==> src/rtl/ddr2_local_arbiter.sv <==
// ddr2_local_arbiter
//
// Shares the single DDR2 controller local (Avalon-style) interface between
// two requesters: m0 (processor data cache) and m1 (accelerator/DMA).
// Command slots are granted round-robin. A multi-beat write burst locks the
// port to its master until the last beat is accepted. Every accepted read
// pushes {master id, burst size} into an in-order tag FIFO, and returning
// read beats are steered to the master at the head of that FIFO.
//
// Ports:
//   phy_clk, reset_phy_clk_n     clock and asynchronous active-low reset
//   local_init_done              controller calibration complete
//   m0_* / m1_*                  master command, write data and read return
//   local_*                      controller command, write data and read data
//   err_orphan_rdata             sticky: read beat arrived with no tag pending
//
// The command path (mN_* -> local_*, local_ready -> mN_ready) and the read
// return path (local_rdata_valid -> mN_rdata_valid) are purely combinational.
// Only the grant history, burst lock and tag FIFO are registered.

module ddr2_local_arbiter #(
    parameter int ADDR_W    = 25,
    parameter int DATA_W    = 256,
    parameter int BE_W      = 32,
    parameter int SIZE_W    = 7,
    parameter int TAG_DEPTH = 8
) (
    input  logic              phy_clk,
    input  logic              reset_phy_clk_n,
    input  logic              local_init_done,

    input  logic [ADDR_W-1:0] m0_address,
    input  logic [SIZE_W-1:0] m0_size,
    input  logic [DATA_W-1:0] m0_wdata,
    input  logic [BE_W-1:0]   m0_be,
    input  logic              m0_read_req,
    input  logic              m0_write_req,
    input  logic              m0_burstbegin,
    output logic              m0_ready,
    output logic [DATA_W-1:0] m0_rdata,
    output logic              m0_rdata_valid,
    output logic              m0_rdata_error,

    input  logic [ADDR_W-1:0] m1_address,
    input  logic [SIZE_W-1:0] m1_size,
    input  logic [DATA_W-1:0] m1_wdata,
    input  logic [BE_W-1:0]   m1_be,
    input  logic              m1_read_req,
    input  logic              m1_write_req,
    input  logic              m1_burstbegin,
    output logic              m1_ready,
    output logic [DATA_W-1:0] m1_rdata,
    output logic              m1_rdata_valid,
    output logic              m1_rdata_error,

    output logic [ADDR_W-1:0] local_address,
    output logic [SIZE_W-1:0] local_size,
    output logic [DATA_W-1:0] local_wdata,
    output logic [BE_W-1:0]   local_be,
    output logic              local_read_req,
    output logic              local_write_req,
    output logic              local_burstbegin,
    input  logic              local_ready,
    input  logic [DATA_W-1:0] local_rdata,
    input  logic              local_rdata_valid,
    input  logic              local_rdata_error,

    output logic              err_orphan_rdata
);

    localparam int PTR_W = $clog2(TAG_DEPTH);
    localparam int CNT_W = PTR_W + 1;

    typedef enum logic {
        IDLE,
        WR_BURST
    } state_t;

    state_t            state;
    logic              rr_last;
    logic              lock;
    logic [SIZE_W-1:0] beats_left;

    logic              owner_valid;
    logic              owner;

    logic [ADDR_W-1:0] sel_address;
    logic [SIZE_W-1:0] sel_size;
    logic [DATA_W-1:0] sel_wdata;
    logic [BE_W-1:0]   sel_be;
    logic              sel_read_req;
    logic              sel_write_req;
    logic              sel_burstbegin;
    logic [SIZE_W-1:0] sel_size_eff;

    logic              grant;
    logic              accept_rd;
    logic              accept_wr;

    logic              tag_id_mem   [TAG_DEPTH];
    logic [SIZE_W-1:0] tag_size_mem [TAG_DEPTH];
    logic [PTR_W-1:0]  wr_ptr;
    logic [PTR_W-1:0]  rd_ptr;
    logic [CNT_W-1:0]  tag_count;
    logic [SIZE_W-1:0] rd_done;

    logic              tag_empty;
    logic              tag_full;
    logic              head_id;
    logic [SIZE_W-1:0] head_size_eff;
    logic [SIZE_W-1:0] rd_left;
    logic              beat_ok;
    logic              tag_push;
    logic              tag_pop;

    // Owner selection. A locked burst owns the port outright; otherwise a
    // lone requester wins and a tie goes to the master that was not granted
    // last. Nothing is granted before calibration completes.
    always_comb begin
        owner_valid = 1'b0;
        owner       = 1'b0;
        if (local_init_done) begin
            if (state == WR_BURST) begin
                owner_valid = 1'b1;
                owner       = lock;
            end else if ((m0_read_req | m0_write_req) && (m1_read_req | m1_write_req)) begin
                owner_valid = 1'b1;
                owner       = ~rr_last;
            end else if (m0_read_req | m0_write_req) begin
                owner_valid = 1'b1;
                owner       = 1'b0;
            end else if (m1_read_req | m1_write_req) begin
                owner_valid = 1'b1;
                owner       = 1'b1;
            end
        end
    end

    // With no owner, owner stays 0 so the data-side outputs show m0 values.
    assign sel_address    = owner ? m1_address    : m0_address;
    assign sel_size       = owner ? m1_size       : m0_size;
    assign sel_wdata      = owner ? m1_wdata      : m0_wdata;
    assign sel_be         = owner ? m1_be         : m0_be;
    assign sel_read_req   = owner ? m1_read_req   : m0_read_req;
    assign sel_write_req  = owner ? m1_write_req  : m0_write_req;
    assign sel_burstbegin = owner ? m1_burstbegin : m0_burstbegin;

    // A zero burst size counts as a single beat everywhere.
    assign sel_size_eff = (sel_size == '0) ? SIZE_W'(1) : sel_size;

    assign local_address    = sel_address;
    assign local_size       = sel_size;
    assign local_wdata      = sel_wdata;
    assign local_be         = sel_be;

    // Reads are never forwarded mid-burst or while the tag FIFO is full.
    assign local_read_req   = owner_valid & (state == IDLE) & sel_read_req & ~tag_full;
    assign local_write_req  = owner_valid & sel_write_req;
    assign local_burstbegin = owner_valid & sel_burstbegin;

    // During a burst the locked master only sees ready for write beats, so
    // a stray read from it is not acknowledged.
    assign grant = owner_valid & local_ready &
                   ((state == IDLE) ? ~(sel_read_req & tag_full) : sel_write_req);

    assign m0_ready = grant & ~owner;
    assign m1_ready = grant &  owner;

    assign accept_rd = local_read_req  & local_ready;
    assign accept_wr = local_write_req & local_ready;

    // Grant history and burst lock. rr_last only moves when a command is
    // fully accepted (a read, a single-beat write, or the final burst beat),
    // so the new grant order applies from the following cycle.
    always_ff @(posedge phy_clk or negedge reset_phy_clk_n) begin
        if (!reset_phy_clk_n) begin
            state      <= IDLE;
            rr_last    <= 1'b1;
            lock       <= 1'b0;
            beats_left <= '0;
        end else begin
            case (state)
                IDLE: begin
                    if (accept_rd) begin
                        rr_last <= owner;
                    end else if (accept_wr) begin
                        if (sel_size_eff == SIZE_W'(1)) begin
                            rr_last <= owner;
                        end else begin
                            beats_left <= sel_size_eff - SIZE_W'(1);
                            lock       <= owner;
                            state      <= WR_BURST;
                        end
                    end
                end
                WR_BURST: begin
                    if (accept_wr) begin
                        beats_left <= beats_left - SIZE_W'(1);
                        if (beats_left <= SIZE_W'(1)) begin
                            rr_last <= lock;
                            state   <= IDLE;
                        end
                    end
                end
                default: state <= IDLE;
            endcase
        end
    end

    // Tag FIFO status and head decode. rd_left is derived from the head's
    // size minus the beats already returned for it, so it is valid as soon
    // as an entry reaches the head.
    assign tag_empty     = (tag_count == '0);
    assign tag_full      = (tag_count == CNT_W'(TAG_DEPTH));
    assign head_id       = tag_id_mem[rd_ptr];
    assign head_size_eff = (tag_size_mem[rd_ptr] == '0) ? SIZE_W'(1) : tag_size_mem[rd_ptr];
    assign rd_left       = head_size_eff - rd_done;

    assign beat_ok  = local_rdata_valid & ~tag_empty;
    assign tag_push = accept_rd;
    assign tag_pop  = beat_ok & (rd_left == SIZE_W'(1));

    // Read return steering; the data bus itself is broadcast.
    assign m0_rdata       = local_rdata;
    assign m1_rdata       = local_rdata;
    assign m0_rdata_valid = beat_ok & ~head_id;
    assign m1_rdata_valid = beat_ok &  head_id;
    assign m0_rdata_error = beat_ok & ~head_id & local_rdata_error;
    assign m1_rdata_error = beat_ok &  head_id & local_rdata_error;

    // Tag storage needs no reset: entries are only read while counted valid.
    always_ff @(posedge phy_clk) begin
        if (tag_push) begin
            tag_id_mem[wr_ptr]   <= owner;
            tag_size_mem[wr_ptr] <= sel_size;
        end
    end

    // Tag FIFO pointers, occupancy, head beat counter and the orphan flag.
    // Push and pop in one cycle leave the occupancy unchanged.
    always_ff @(posedge phy_clk or negedge reset_phy_clk_n) begin
        if (!reset_phy_clk_n) begin
            wr_ptr           <= '0;
            rd_ptr           <= '0;
            tag_count        <= '0;
            rd_done          <= '0;
            err_orphan_rdata <= 1'b0;
        end else begin
            if (tag_push) begin
                wr_ptr <= wr_ptr + PTR_W'(1);
            end
            if (tag_pop) begin
                rd_ptr  <= rd_ptr + PTR_W'(1);
                rd_done <= '0;
            end else if (beat_ok) begin
                rd_done <= rd_done + SIZE_W'(1);
            end
            case ({tag_push, tag_pop})
                2'b10:   tag_count <= tag_count + CNT_W'(1);
                2'b01:   tag_count <= tag_count - CNT_W'(1);
                default: tag_count <= tag_count;
            endcase
            if (local_rdata_valid && tag_empty) begin
                err_orphan_rdata <= 1'b1;
            end
        end
    end

endmodule

==> config.mk <==
export PLATFORM = sky130hd
export DESIGN_NAME = ddr2_local_arbiter
export DESIGN_NICKNAME = d
export VERILOG_FILES = /design/src/rtl/ddr2_local_arbiter.sv
export SDC_FILE = /design/constraint.sdc
export NUM_CORES = 1
export LEC_CHECK = 0
export BUFFER_PORTS_ARGS = -buffer_cell sky130_fd_sc_hd__buf_2
export CORE_AREA = 2 2 690 692
export CTS_CLUSTER_DIAMETER = 120
export DETAILED_ROUTE_END_ITERATION = 8
export DIE_AREA = 0 0 692 694
export GPL_TIMING_DRIVEN = 0
export PLACE_DENSITY = 0.3
export SETUP_SLACK_MARGIN = 0.02
export SKIP_CTS_REPAIR_TIMING = 1
export SLEW_MARGIN = 25
export SYNTH_ARGS = -nofsm -noshare
export SYNTH_HDL_FRONTEND = slang
export SYNTH_SLANG_ARGS = --single-unit
export TNS_END_PERCENT = 50
==> constraint.sdc <==
create_clock -name phy_clk -period 12.7 [get_ports phy_clk]
set_clock_uncertainty 0.05 [all_clocks]
set_input_delay 1.27 -clock phy_clk [delete_from_list [all_inputs] [get_ports phy_clk]]
set_output_delay 1.27 -clock phy_clk [all_outputs]
set_load 0.01 [all_outputs]
After elaboration in Yosys (flattened, before gate mapping)
Memory sizes are Yosys's and may differ from the RTL's.
Cells that the tools add are included.
{"block": "word_totals", "output_inout_bits": 842, "latch_bits": 0, "reg_bits": 28, "wordCells": 112, "ram_bits": 64, "memories": 2, "romBits": 0, "in_bits": 908}
{"name": "tag_size_mem", "words": 8, "width": 7, "read_ports": 1, "rd_clocked_by_memory_dff": 0, "wr": 1, "line_no": "101", "source": "logic [SIZE_W-1:0] tag_size_mem [TAG_DEPTH];"}
{"name": "tag_id_mem", "words": 8, "width": 1, "read_ports": 1, "rd_clocked_by_memory_dff": 0, "wr": 1, "line_no": "100", "source": "logic tag_id_mem [TAG_DEPTH];"}
{"block": "classes", "bitwise_logic": 29, "addsub": 8, "n_mul": 0, "n_reduce_logical": 10, "n_lt_le_gt_ge": 1, "n_shift": 0, "eq_ne": 12, "div_mod_pow": 0, "n_mux": 41}
{"cell": "two-way mux 256 bit", "n": 1}
{"cell": "two-way mux 7 bit", "n": 9}
{"cell": "two-way mux 32 bit", "n": 1}
{"cell": "two-way mux 1 bit", "n": 25}
{"cell": "two-way mux 25 bit", "n": 1}
{"cell": "AND 1 bit", "n": 18}
{"cell": "== test 7 x 1 -> 1 bit (second input constant)", "n": 2}
{"cell": "zero test 7 bit", "n": 2}
{"cell": "one-hot mux 7 bit (2 select lines)", "n": 1}
{"cell": "subtractor 7 x 1 -> 7 bit (second input constant)", "n": 2}
{"cell": "AND reduction 4 bit", "n": 3}
{"cell": "inverter 1 bit", "n": 9}
{"cell": "one-hot mux 4 bit (2 select lines)", "n": 1}
{"cell": "adder 7 x 1 -> 7 bit (second input constant)", "n": 1}
{"cell": "<= comparator 7 x 1 -> 1 bit (second input constant)", "n": 1}
{"cell": "subtractor 7 bit", "n": 1}
{"cell": "adder 3 x 1 -> 3 bit (second input constant)", "n": 2}
{"cell": "!= test 2 bit (second input constant)", "n": 3}
{"cell": "adder 4 x 1 -> 4 bit (second input constant)", "n": 1}
{"cell": "== test 4 bit (second input constant)", "n": 1}
{"cell": "zero test 4 bit", "n": 1}
{"cell": "!= test 2 x 1 -> 1 bit (second input constant)", "n": 2}
{"cell": "one-hot mux 1 bit (2 select lines)", "n": 2}
{"cell": "nonzero test 2 bit", "n": 2}
{"cell": "7 further kinds", "n": 9}

Longest topological paths before layout
{"block": "depth", "ltp_word": 14, "depth_mapped": 22}

Worst setup path before layout
Ideal clock, no wire load.
{"block": "synth_path", "kind": "reg2reg", "start": "register rd_ptr[0]", "end": "register tag_count[3]", "synth_period_minus_slack_ns": 4.734, "setup_time_ns": 0.125, "path_buffers": 2, "arrival_ns": 4.559, "path_slack_ns": 7.966, "stages_incl_launch_ff": 22, "cell_sequence": "dfrtp_1 -> buf_2 -> buf_2 -> mux4_2 -> nand2_1 -> nand2_1 -> nor4b_1 -> a221oi_1 -> ha_1 -> inv_1 -> fa_1 -> or3_1 -> a221oi_2 -> nand4_2 -> nor2_4 -> ha_1 -> ha_1 -> a21o_1 -> a21oi_1 -> xnor2_1 -> nor2_1 -> xor2_1"}
{"block": "synth_between", "elab_chain_len": 8, "elab_cells_between_ends": 10, "cone_classes": "add/sub (1); eq/ne (3); mux (2); bitwise (1); reduce/logical (2); memory (1)"}
{"element": "from (decl)", "line_no": "103", "source": "logic [PTR_W-1:0] rd_ptr;"}
{"element": "from (signal assigned)", "line_no": "253", "source": "rd_ptr <= rd_ptr + PTR_W'(1);"}
{"element": "memory read (8 x 7 bit) *"}
{"element": "zero test 7 bit", "line_no": "216", "source": "assign head_size_eff = (tag_size_mem[rd_ptr] == '0) ? SIZE_W'(1) : tag_size_mem[rd_ptr];"}
{"element": "two-way mux 7 bit *", "line_no": "216"}
{"element": "subtractor 7 bit *", "line_no": "217", "source": "assign rd_left = head_size_eff - rd_done;"}
{"element": "== test 7 x 1 -> 1 bit *", "line_no": "221", "source": "assign tag_pop = beat_ok & (rd_left == SIZE_W'(1));"}
{"element": "AND 1 bit *", "line_no": "221"}
{"element": "== test 2 x 1 -> 1 bit / == test 2 bit (equally long branches)", "line_no": "258", "source": "case ({tag_push, tag_pop})"}
{"element": "one-hot mux 4 bit (2 select lines) / nonzero test 2 bit (equally long branches)"}
{"element": "to (signal assigned)", "line_no": "259", "source": "2'b10: tag_count <= tag_count + CNT_W'(1);"}
{"element": "to (signal assigned)", "line_no": "260", "source": "2'b01: tag_count <= tag_count - CNT_W'(1);"}
{"element": "to (signal assigned)", "line_no": "261", "source": "default: tag_count <= tag_count;"}
{"element": "to (decl)", "line_no": "104", "source": "logic [CNT_W-1:0] tag_count;"}
Every way passes the cells marked *; elsewhere a longest branch is shown, timed or not.
A chain may end at the register's enable or synchronous reset.

Final worst setup path
{"block": "layout_path", "start": "input port m0_write_req", "end": "output port local_wdata[191]"}
{"block": "layout_between", "elab_chain_len": 6, "elab_cells_between_ends": 7, "cone_classes": "mux (5); bitwise (1); reduce/logical (1)"}
{"element": "from (decl)", "line_no": "37", "source": "input logic m0_write_req,"}
{"element": "OR 1 bit *", "line_no": "126, 129"}
{"element": "two-way mux 1 bit / logical AND 1 bit (equally long branches)", "line_no": "129, 126"}
{"element": "two-way mux 1 bit *", "line_no": "126", "source": "end else if ((m0_read_req | m0_write_req) && (m1_read_req | m1_write_req)) begin"}
{"element": "two-way mux 1 bit *", "line_no": "123", "source": "if (state == WR_BURST) begin"}
{"element": "two-way mux 1 bit *", "line_no": "122", "source": "if (local_init_done) begin"}
{"element": "two-way mux 256 bit *", "line_no": "142", "source": "assign sel_wdata = owner ? m1_wdata : m0_wdata;"}
{"element": "to (decl)", "line_no": "58", "source": "output logic [DATA_W-1:0] local_wdata,"}
Marked as above.

==> run_results.csv <==
group,metric,value,unit
placement,buffers_added_on_ports,1493,
floorplanning,core_area,0.473,mm^2
grt,grt.total_usage,13.2,%
timing,tightest_slew,0.992,ns
hold_path,hp-start,"tag_count[3]",
grt,grt_first_pass_wirelength,373000,um
worst_setup_path,cp-start-kind,"input pin",
yosys,seq_area_frac_synth,20.8,%
worst_setup_path,timing.setup.critical_path_class,"in2out",
final_layout,area_delta_synth_final,129,%
grt,grt_pass1_vias,19200,
timing,layout_setup_ws,5.44,ns
worst_setup_path,crit_family,"buffers and inverters",
placement,hpwl_detailed,321000,um
power,clkPwrFrac,12.6,%
clock_network,clkLatencyLatePin,0.35,ns
power,power.share.sequential,17.5,%
floorplanning,fp.dieH,694,um
final_layout,drive_above_1_share,61.5,%
worst_setup_path,critical_path.max_fanout,13,
floorplanning,chipWidth,692,um
floorplanning,area_of_the_die,0.480,mm^2
yosys,post_synth_inst_count,1935,
final_layout,area_of_the_multi_input_gates,0.00577,mm^2
routing,drt_wl_total,333000,um
yosys,synth_flop_cell,"sky130_fd_sc_hd__edfxtp_1",
hold_path,min_to,"tag_count[3]",
timing,slew_headroom,33.8,%
yosys,synthesis.area,0.0126,mm^2
worst_setup_path,number_of_cells_on_the_worst_reg_to_reg_path,21,
yosys,synth_enable_flop_cells,64,
routing,dr.first_iter.drc_count,1470,
power,power.net_switching,1180,uW
routing,route.detailed.vias_per_inst,2.04,
floorplanning,start_util,2.66,%
routing,detail_route.drc_violations,0,
timing,achievable-frequency,138,MHz
worst_setup_path,critical_path.reg2reg.endpoint,"tag_count[3]",
worst_setup_path,critical_path_rt,11.38,ns
power,power.switching_fraction,53.3,%
routing,vias,20200,
floorplanning,number_of_standard_cell_rows_in_the_floorplan,253,
hold_path,holdPathStages,1,
hold_path,min-delay-path-class,"reg2reg",
worst_setup_path,r2r_start,"rd_ptr[1]",
clock_network,tritoncts,"yes",
final_layout,num-fill-cells,56600,
yosys,average_instance_area_after_synthesis,6.52,um^2
power,power_frac_comb,69.9,%
worst_setup_path,cell_with_the_largest_stage_delay_on_the_worst_path,"sky130_fd_sc_hd__buf_2",
clock_network,cts-root-to-sink-buffers,2,
yosys,synthesis.nets,2862,
flow_run,max_cap_violations,0,
worst_setup_path,reg2reg_setup_slack,6.96,ns
power,vdd.ir_drop.worst,0.0000573,V
clock_network,clock-sinks,92,
timing,final_number_of_max_transition_violations,0,
routing,number_of_detailed_routing_iterations_run_before_antenna_repair,5,
timing,period_share,57.1,%
placement,setup_slack_at_placement,5.12,ns
routing,routed_len_inst,33.7,um
yosys,synthesis.yosys.warnings,0,
timing,final-hold-violation-count,0,
worst_setup_path,cp.arrival,5.94,ns
power,leakage,0.0134,uW
timing,rsz_0062_raised_after_global_routing,"false",
worst_setup_path,cp-end-kind,"output pin",
routing,antenna_violation_net_count_after_detailed_routing,0,
timing,finalCriticalPeriod,7.26,ns
grt,grt_max_degree,29,
yosys,synth.ff_latch_count,92,
final_layout,reg_area,0.00262,mm^2
grt,grt-ovfl-total,0,
placement,finalWeightedCongestion,1.01,
power,internal_power,1030,uW
worst_setup_path,crit_path_frequent_cell,"sky130_fd_sc_hd__buf_2",
worst_setup_path,worst_path_largest_cell_delay,0.75,ns
final_layout,nets,4382,
final_layout,final_core_util,6.11,%
yosys,synth.lib_cells_used.distinct,68,
clock_network,numCtsBuffers,9,
worst_setup_path,cell_by_cell_listing_of_the_critical_path,"buf_2 > o21a_1 > o31ai_4 > nand2_2 > inv_2 > buf_2 > clkbuf_4 > buf_2 > nand2_1 > nand2_1 > buf_2",
yosys,async_flop_share,30.4,%
power,areal_power_density_over_the_cells,76.6,mW/mm^2
clock_network,cts-root-buf,"sky130_fd_sc_hd__clkbuf_16",
floorplanning,design.portCount,1750,
clock_network,clock_tree.htree_level_count,3,
grt,antenna_found_initial,320,
timing,setup-tns-final,0,ns
worst_setup_path,total_buffers_and_inverters_traversed_by_the_critical_path,6,
status,status,"finished, final reports clean",
clock_network,clk_transition_reported_paths,0.07,ns
timing,final-setup-viol-count,0,
synth_stat cells, types with 7 or more instances:
library cell / instances / share of area (%)
sky130_fd_sc_hd__nand2_1: 992 / 30
sky130_fd_sc_hd__buf_4: 512 / 30
sky130_fd_sc_hd__edfxtp_1: 64 / 15
sky130_fd_sc_hd__clkbuf_1: 52 / 1.5
sky130_fd_sc_hd__nor2_1: 37 / 1.1
sky130_fd_sc_hd__dfrtp_1: 27 / 5.4
sky130_fd_sc_hd__buf_2: 24 / 0.95
sky130_fd_sc_hd__inv_1: 22 / 0.65
sky130_fd_sc_hd__ha_1: 17 / 1.7
sky130_fd_sc_hd__o21ai_0: 17 / 0.67
sky130_fd_sc_hd__mux4_2: 16 / 2.9
sky130_fd_sc_hd__xnor2_1: 13 / 0.90
sky130_fd_sc_hd__nor3_1: 12 / 0.48
sky130_fd_sc_hd__a21oi_1: 9 / 0.36
sky130_fd_sc_hd__mux2i_1: 7 / 0.56
worst reg2reg max path, delay by kind of cell, from the launching register on:
kind                     cells  cell delay (ns)
AO/OA/AOI/OAI                4             0.74
buffers and inverters        3             1.06
AND/OR/NAND/NOR              7             1.58
adder cells (fa/ha/maj)      4             1.15
XOR/XNOR                     2             0.28
multiplexers                 1             0.44
flip-flops                   1             0.35
sequential cells by signal, indices dropped and copies added (netlist names):
signal / flops
tag_size_mem: 56
tag_id_mem: 8
beats_left: 7
rd_done: 7
tag_count: 4
rd_ptr: 3
wr_ptr: 3
err_orphan_rdata: 1
lock: 1
rr_last: 1
state: 1
stage by stage:
stage	power, uW	hold slack (ns)	std cells	area, um^2
global placement	1980	0.431	9675	27900
detailed placement	1980	0.430	9691	28200
finish	2210	0.442	9860	28900
floorplan	1060	0.407	1935	12600
CTS	2270	0.440	9707	28500
global route	2370	0.451	9749	28600
how the worst max path moves through the flow:
stage | from | slack (ns) | cells after the start | to
after floorplan | rd_ptr[0] | 7.97 | 21 | tag_count[3]
after global placement | m0_write_req | 3.75 | 11 | local_wdata[178]
after detailed placement | m0_write_req | 5.12 | 11 | local_wdata[102]
after CTS | m0_write_req | 5.12 | 11 | local_wdata[102]
after global routing | m0_write_req | 5.08 | 11 | local_wdata[102]
final | m0_write_req | 5.44 | 11 | local_wdata[191]
routing by layer:
layer  vias to the layer above  part of all wire (%)  track usage (%)
met4                        72                   2.2             2.20
met1                      9331                    42             16.7
met5                         -                  0.14                0
met2                      1544                    44             20.9
li1                       8768                     -                -
met3                       447                    12             5.82
final cells by class:
class / count / area share (%)
tap: 6247 / 27.0
timing repair buffer: 1509 / 26.7
multi-input combinational: 1226 / 19.9
buffer: 592 / 14.5
sequential: 92 / 9.08
antenna: 153 / 1.32
clock buffer: 9 / 0.779
inverter: 25 / 0.325
clock inverter: 7 / 0.290
cell families (layout without fill, tap and decap cells):
logic type | count (synthesis) | after routing | share of synthesized area (%)
simple gates | 1093 | 1093 | 34.0
buf+inv | 617 | 2142 | 33.8
flops | 92 | 92 | 20.8
compound gates | 67 | 67 | 4.10
mux | 28 | 28 | 3.89
fa+ha+maj | 19 | 19 | 2.00
xor+xnor | 19 | 19 | 1.32
other cells | 0 | 153 | 0
power by group through the flow:
stage                     logic, uW  registers [uW]  clock network [uW]
after floorplan                 676             382                   0
after global placement         1590             394                   0
after detailed placement       1590             394                   0
after CTS                      1600             388                 289
after global routing           1670             393                 298
final                          1550             388                 279
placed cells by master (no fill, tap or decap), types with 3 or more instances in the layout:
cell,netlist,layout
sky130_fd_sc_hd__buf_2,24,1522
sky130_fd_sc_hd__nand2_1,992,989
sky130_fd_sc_hd__buf_4,512,516
sky130_fd_sc_hd__diode_2,0,153
sky130_fd_sc_hd__edfxtp_1,64,64
sky130_fd_sc_hd__clkbuf_1,52,41
sky130_fd_sc_hd__nor2_1,37,37
sky130_fd_sc_hd__dfrtp_1,27,27
sky130_fd_sc_hd__inv_1,22,22
sky130_fd_sc_hd__o21ai_0,17,17
sky130_fd_sc_hd__ha_1,17,17
sky130_fd_sc_hd__mux4_2,16,16
sky130_fd_sc_hd__xnor2_1,13,13
sky130_fd_sc_hd__clkbuf_2,0,10
sky130_fd_sc_hd__nor3_1,12,10
sky130_fd_sc_hd__a21oi_1,9,9
sky130_fd_sc_hd__clkbuf_16,0,9
sky130_fd_sc_hd__mux2i_1,7,7
sky130_fd_sc_hd__nand2b_1,6,6
sky130_fd_sc_hd__nand3_1,6,6
sky130_fd_sc_hd__and3_1,6,6
sky130_fd_sc_hd__xor2_1,6,6
sky130_fd_sc_hd__buf_16,0,6
sky130_fd_sc_hd__nand2_2,2,5
sky130_fd_sc_hd__or4_1,5,5
sky130_fd_sc_hd__nand4_1,4,4
sky130_fd_sc_hd__o221a_2,4,4
sky130_fd_sc_hd__o21a_1,3,3
sky130_fd_sc_hd__inv_2,3,3
sky130_fd_sc_hd__mux2_2,3,3
sky130_fd_sc_hd__o311a_1,3,3
sky130_fd_sc_hd__a21o_1,3,3
sky130_fd_sc_hd__or3_1,3,3
sky130_fd_sc_hd__buf_1,4,3
sky130_fd_sc_hd__inv_8,0,3
Note: power is estimated with default switching activity, not from simulation.
